**config.mk**
```make
export PLATFORM = sky130hd
export DESIGN_NAME = idli_ctl_m
export DESIGN_NICKNAME = d
export VERILOG_FILES = /design/src/rtl/idli_pkg.sv /design/src/rtl/idli_rst_sync_m.sv /design/src/rtl/idli_ctl_m.sv
export SDC_FILE = /design/constraint.sdc
export NUM_CORES = 1
export LEC_CHECK = 0
export BUFFER_PORTS_ARGS = -buffer_cell sky130_fd_sc_hd__buf_4
export CAP_MARGIN = 10
export CORE_MARGIN = 4
export CORE_UTILIZATION = 59
export DETAILED_ROUTE_END_ITERATION = 6
export GPL_ROUTABILITY_DRIVEN = 0
export PLACE_DENSITY = 0.81
export SLEW_MARGIN = 20
export SYNTH_ARGS = -nofsm -noshare
export SYNTH_HDL_FRONTEND = slang
export SYNTH_SLANG_ARGS = --single-unit
```
**constraint.sdc**
```tcl
create_clock -name i_ctl_gck -period 2.8 [get_ports i_ctl_gck]
set_input_delay 0.14 -clock i_ctl_gck [delete_from_list [all_inputs] [get_ports i_ctl_gck]]
set_output_delay 0.14 -clock i_ctl_gck [all_outputs]
set_load 0.05 [all_outputs]
```
**src/rtl/idli_pkg.sv**
```systemverilog
// idli_pkg: shared types and constants for the idli core.
//   ctr_t        - 2-bit slice counter; slice 0 is the least significant nibble.
//   ctl_state_t  - state encoding of the sync/control block (idli_ctl_m).
//   CTL_INIT_TIMEOUT_DEFAULT - cycles allowed for external memory init.
package idli_pkg;

    typedef logic [1:0] ctr_t;

    typedef enum logic [2:0] {
        CTL_RST  = 3'd0,
        CTL_INIT = 3'd1,
        CTL_WAIT = 3'd2,
        CTL_RUN  = 3'd3,
        CTL_HALT = 3'd4,
        CTL_ERR  = 3'd5
    } ctl_state_t;

    localparam int CTL_INIT_TIMEOUT_DEFAULT = 255;

endpackage

```
**src/rtl/idli_rst_sync_m.sv**
```systemverilog
// idli_rst_sync_m: 2-flop reset synchroniser, asynchronous assert,
// synchronous deassert.
//   i_clk    - clock the released reset is aligned to
//   i_rst_n  - raw asynchronous active-low reset
//   o_rst_n  - synchronised active-low reset (high two edges after release)
module idli_rst_sync_m (
    input  logic i_clk,
    input  logic i_rst_n,
    output logic o_rst_n
);

    logic [1:0] sync;

    always_ff @(posedge i_clk or negedge i_rst_n) begin
        if (!i_rst_n) begin
            sync <= 2'b00;
        end else begin
            sync <= {sync[0], 1'b1};
        end
    end

    assign o_rst_n = sync[1];

endmodule

```
**src/rtl/idli_ctl_m.sv**
```systemverilog
// idli_ctl_m: sync/control block of the core.
// Owns the shared slice counter, synchronises reset release, runs the
// one-time memory init handshake with SQI and gates RUN/HALT on
// instruction (counter wrap) boundaries.
//   i_ctl_gck           - core clock
//   i_ctl_rst_n         - asynchronous active-low reset
//   o_ctl_rst_n         - synchronised reset for the rest of the core
//   o_ctl_ctr           - slice counter 0..3
//   o_ctl_mem_init      - level request to SQI for its mode-set sequence
//   i_ctl_mem_init_done - one-cycle pulse from SQI, mode-set complete
//   i_ctl_halt          - level halt request
//   o_ctl_run           - core may fetch/execute
//   o_ctl_halted        - high while halted
//   o_ctl_err           - sticky memory init timeout
//   o_ctl_dbg_state     - current FSM state (ctl_state_t encoding)
//
// Handshake: o_ctl_mem_init is held high for the whole INIT state and acts
// as the request; SQI answers with a single-cycle i_ctl_mem_init_done,
// which is only honoured while in INIT. Dropping mem_init is the
// acknowledgement of that pulse.
module idli_ctl_m
    import idli_pkg::*;
#(
    parameter int INIT_TIMEOUT = CTL_INIT_TIMEOUT_DEFAULT
) (
    input  logic       i_ctl_gck,
    input  logic       i_ctl_rst_n,
    output logic       o_ctl_rst_n,
    output ctr_t       o_ctl_ctr,
    output logic       o_ctl_mem_init,
    input  logic       i_ctl_mem_init_done,
    input  logic       i_ctl_halt,
    output logic       o_ctl_run,
    output logic       o_ctl_halted,
    output logic       o_ctl_err,
    output logic [2:0] o_ctl_dbg_state
);

    localparam int TW = $clog2(INIT_TIMEOUT + 1);
    // The INIT cycle that sees this count is the last one allowed.
    localparam logic [TW-1:0] T_LAST = TW'(INIT_TIMEOUT - 1);

    ctl_state_t    state;
    logic [TW-1:0] tcnt;
    logic          rst_sync_n;

    idli_rst_sync_m u_rst_sync (
        .i_clk   (i_ctl_gck),
        .i_rst_n (i_ctl_rst_n),
        .o_rst_n (rst_sync_n)
    );

    assign o_ctl_rst_n     = rst_sync_n;
    assign o_ctl_dbg_state = state;

    // Outputs are registered alongside the state so none of them is
    // combinational from an input. Every wrap edge (ctr == 3) is an
    // instruction boundary, so RUN/HALT are only ever entered there and
    // always start with ctr == 0.
    always_ff @(posedge i_ctl_gck or negedge i_ctl_rst_n) begin
        if (!i_ctl_rst_n) begin
            state          <= CTL_RST;
            o_ctl_ctr      <= 2'd0;
            tcnt           <= '0;
            o_ctl_mem_init <= 1'b0;
            o_ctl_run      <= 1'b0;
            o_ctl_halted   <= 1'b0;
            o_ctl_err      <= 1'b0;
        end else if (!rst_sync_n) begin
            // Reset released but not yet through the synchroniser.
            state          <= CTL_RST;
            o_ctl_ctr      <= 2'd0;
            tcnt           <= '0;
            o_ctl_mem_init <= 1'b0;
            o_ctl_run      <= 1'b0;
            o_ctl_halted   <= 1'b0;
            o_ctl_err      <= 1'b0;
        end else begin
            o_ctl_ctr <= o_ctl_ctr + 2'd1;
            case (state)
                CTL_RST: begin
                    state          <= CTL_INIT;
                    o_ctl_mem_init <= 1'b1;
                    tcnt           <= '0;
                end
                CTL_INIT: begin
                    // Done beats a simultaneous timeout.
                    if (i_ctl_mem_init_done) begin
                        state          <= CTL_WAIT;
                        o_ctl_mem_init <= 1'b0;
                    end else if (tcnt == T_LAST) begin
                        state          <= CTL_ERR;
                        o_ctl_mem_init <= 1'b0;
                        o_ctl_err      <= 1'b1;
                    end else begin
                        tcnt <= tcnt + TW'(1);
                    end
                end
                CTL_WAIT: begin
                    if (o_ctl_ctr == 2'd3) begin
                        if (i_ctl_halt) begin
                            state        <= CTL_HALT;
                            o_ctl_halted <= 1'b1;
                        end else begin
                            state     <= CTL_RUN;
                            o_ctl_run <= 1'b1;
                        end
                    end
                end
                CTL_RUN: begin
                    if (o_ctl_ctr == 2'd3 && i_ctl_halt) begin
                        state        <= CTL_HALT;
                        o_ctl_run    <= 1'b0;
                        o_ctl_halted <= 1'b1;
                    end
                end
                CTL_HALT: begin
                    if (o_ctl_ctr == 2'd3 && !i_ctl_halt) begin
                        state        <= CTL_RUN;
                        o_ctl_run    <= 1'b1;
                        o_ctl_halted <= 1'b0;
                    end
                end
                CTL_ERR: begin
                    // Terminal until reset; only the slice counter moves.
                end
                default: begin
                    state <= CTL_RST;
                end
            endcase
        end
    end

endmodule

```
==> key figures <==
CTS
  • # clock sinks: 19
  • Clk root buf: clkbuf_4
  • Hold Buf Count CTS: 1
  • CTS tree: built
  • Htree depth: 1
  • Max Root-Sink Buffers: 2
  • Clk_lat worst skew: 300 ps
  • Post-CTS setup buffers: 0
  • CTS clk-pin slew, worst paths: 100 ps
  • Post-CTS Resized: 0
  • Total CTS buffers: 3

Detailed routing
  • Pre-antenna DRT Iters: 4
  • Mean routed wirelength per cell: 14.7 um
  • Met2 wire length: 951 um
  • DR vias: 841
  • Top layer in use: met4
  • Vias per cell: 5.88
  • Routed WL: 2100 um
  • Initial DRC Count: 32
  • Residual DRC: 0
  • Routed wl met3: 110 um
  • Antenna viol nets, final: 0
  • Met1 wire length: 1020 um

Floorplanning
  • Starting density of the core: 0.655
  • Core area: 0.00159 sq mm
  • IO Pins: 14
  • Die width: 50.1 um
  • Die ar.: 0.00251 sq mm
  • Rows: 14
  • Die Y: 50.1 um

Job
  • Max_cap viols: 0

Timing
  • Final Hold Vio Count: 0
  • Final setup fails: 0
  • RSZ-0062 raised after global routing: false
  • Final worst slack: 982 ps
  • Tcrit/Tclk final: 0.649
  • Fin crit period: 1820 ps
  • TNS Setup: 0 ps
  • WHS: 204 ps
  • Slew Limit Fails: 0
  • Max Clock Skew: 1.07 ps
  • Maximum clock frequency: 0.550 GHz

Synthesis
  • Syn avg cell area: 9.94 sq um
  • Register area share after synthesis: 0.456
  • Post-synthesis net count: 112
  • Gate Count Post-Synth: 105
  • Distinct cell type count after synthesis: 44
  • Post-synthesis register bit count: 19
  • Yosys warns: 0
  • Synthesized area: 0.00104 sq mm

Layout
  • Design area: 0.00119 sq mm
  • Share of layout cells above drive strength 1: 0.210
  • Area Growth Syn to Fin: 14.3%
  • Fin nets: 127
  • Ant. Diodes: 0

Placement
  • Place WS: 1050 ps
  • Port buffer count: 13
  • DP HPWL: 1540 um
  • Area after DPL: 0.00115 sq mm

Hold path
  • Min-delay worst type: in -> reg

Global routing
  • GRT Overall Usage: 0.183
  • Gr ovfl total: 0
  • Initial antenna violation count: 0
  • Largest net degree at the start of global routing: 20
  • First-pass GRT wire length: 3540 um
  • Number of global-route vias before repair: 772

Critical path
  • Crit path kind: reg -> reg
  • CP max FO: 6
  • Endpoint class of the critical path: flop
  • WP data required: 2990 ps
  • Arrival @ worst endpoint: 2010 ps
  • Worst Setup Start Kind: flop

Run status
  • Status: finished, final reports clean

Power
  • Worst vdd ir: 0.000384 V
  • Total leakage power: 0.551 nW
  • Pwr Density: 528 mW/mm^2
[placed cells by master, fill, tap and decap left out, types with 2 or more instances in the layout]
cell	n
nor3_1	4
nand3b_1	3
nor2_1	3
o31ai_1	2
nand2b_1	5
nand3_1	4
and3_1	3
inv_1	4
and2_1	2
o21ai_0	9
buf_4	13
ha_1	3
clkbuf_4	3
a21oi_1	8
nand2_1	4
dfrtp_1	19
[kinds of logic (layout without fill, tap and decap cells)]
group / count (synthesis) / count (layout) / share of synthesized area
DFF: 19 / 19 / 0.456
AOI/OAI and AO/OA: 31 / 31 / 0.200
other: 1 / 1 / 0.00359
muxes: 1 / 1 / 0.0108
xor gates and xnor gates: 1 / 1 / 0.00839
and+or+nand+nor: 40 / 40 / 0.243
buffers and inverters: 8 / 22 / 0.0324
adders and majority gates: 4 / 4 / 0.0456
[final timing paths]
path | start | end | slack (ps) | cells past startpoint
setup / recovery | tcnt[0] | tcnt[0] | 980 | 6
hold / removal | i_ctl_mem_init_done | o_ctl_err | 200 | 3
setup reg to reg | tcnt[0] | tcnt[0] | 980 | 6
hold reg to reg | u_rst_sync.sync[0] | u_rst_sync.sync[1] | 380 | 0
max in group asynchronous | i_ctl_rst_n | tcnt[3] | 2370 | 2
min in group asynchronous | i_ctl_rst_n | o_ctl_halted | 240 | 2
[critical path: stages, from the launching register on]
cell	delay, ps
dfrtp_1	450
inv_1	70
ha_1	230
and3_1	210
a21oi_1	280
o21ai_0	180
mux2_2	300
[synthesized netlist by cell type, drive strengths merged]
library cell / n / area share
or3: 2 / 0.017
nand2: 4 / 0.014
o21a: 1 / 0.0072
a2bb2oi: 1 / 0.0084
nand2b: 5 / 0.030
a31o: 1 / 0.0084
and4b: 1 / 0.0096
o21ai: 11 / 0.067
a31oi: 1 / 0.0060
clkbuf: 1 / 0.0036
maj3: 1 / 0.0096
nand3: 4 / 0.019
a311o: 1 / 0.0096
conb: 1 / 0.0036
o22ai: 1 / 0.0060
o221a: 1 / 0.011
xor2: 1 / 0.0084
a22o: 1 / 0.0084
a41oi: 1 / 0.0084
and4: 1 / 0.0084
dfrtp: 19 / 0.46
ha: 3 / 0.036
buf: 3 / 0.014
inv: 4 / 0.014
nor2: 3 / 0.011
nand4: 2 / 0.018
mux2: 1 / 0.011
a21o: 1 / 0.0072
and2: 3 / 0.020
nor3: 4 / 0.019
or4: 1 / 0.0072
nand4bb: 1 / 0.011
nor2b: 1 / 0.0060
nor3b: 1 / 0.0072
nor4: 1 / 0.0060
a21oi: 8 / 0.038
o31ai: 2 / 0.014
nand3b: 3 / 0.022
and3: 3 / 0.018
[metal layers]
layer	vias to the layer above	global-route usage
li1	420	-
met2	30	0.276
met5	-	0
met1	387	0.257
met3	4	0.0542
met4	0	0.0415
[final cells by class]
cell class,instances,area (sq um)
multi-input cells,78,534
flip-flops and latches,19,475
fillers,106,402
repair buffers,14,108
well taps,24,30.0
clock buffers,3,22.5
inverters,4,15.0
clock inverters,1,7.51
[report_power, final]
| group | switching [W] | internal, W | total (W) | leakage (nW) |
|---|---|---|---|---|
| logic | 0.000104 | 0.0000672 | 0.000171 | 0.282 |
| registers | 0.0000328 | 0.000290 | 0.000323 | 0.255 |
| clock network | 0.0000815 | 0.0000545 | 0.000136 | 0.0139 |
[sequential cells by signal, summed over array words and instances, names as in the netlist]
| name | cells |
|---|---|
| o_ctl_err | 1 |
| o_ctl_ctr | 2 |
| u_rst_sync.sync | 2 |
| o_ctl_run | 1 |
| o_ctl_dbg_state | 3 |
| o_ctl_halted | 1 |
| tcnt | 8 |
| o_ctl_mem_init | 1 |
[through the flow]
| step | power, W | instances | util |
|---|---|---|---|
| final | 0.000630 | 143 | 0.748 |
| after global routing | 0.000668 | 143 | 0.748 |
| after CTS | 0.000638 | 143 | 0.748 |
| after detailed placement | 0.000497 | 138 | 0.723 |
| after global placement | 0.000492 | 138 | 0.723 |
| after floorplan | 0.000450 | 105 | - |
Note: power is estimated with default switching activity, not from simulation.
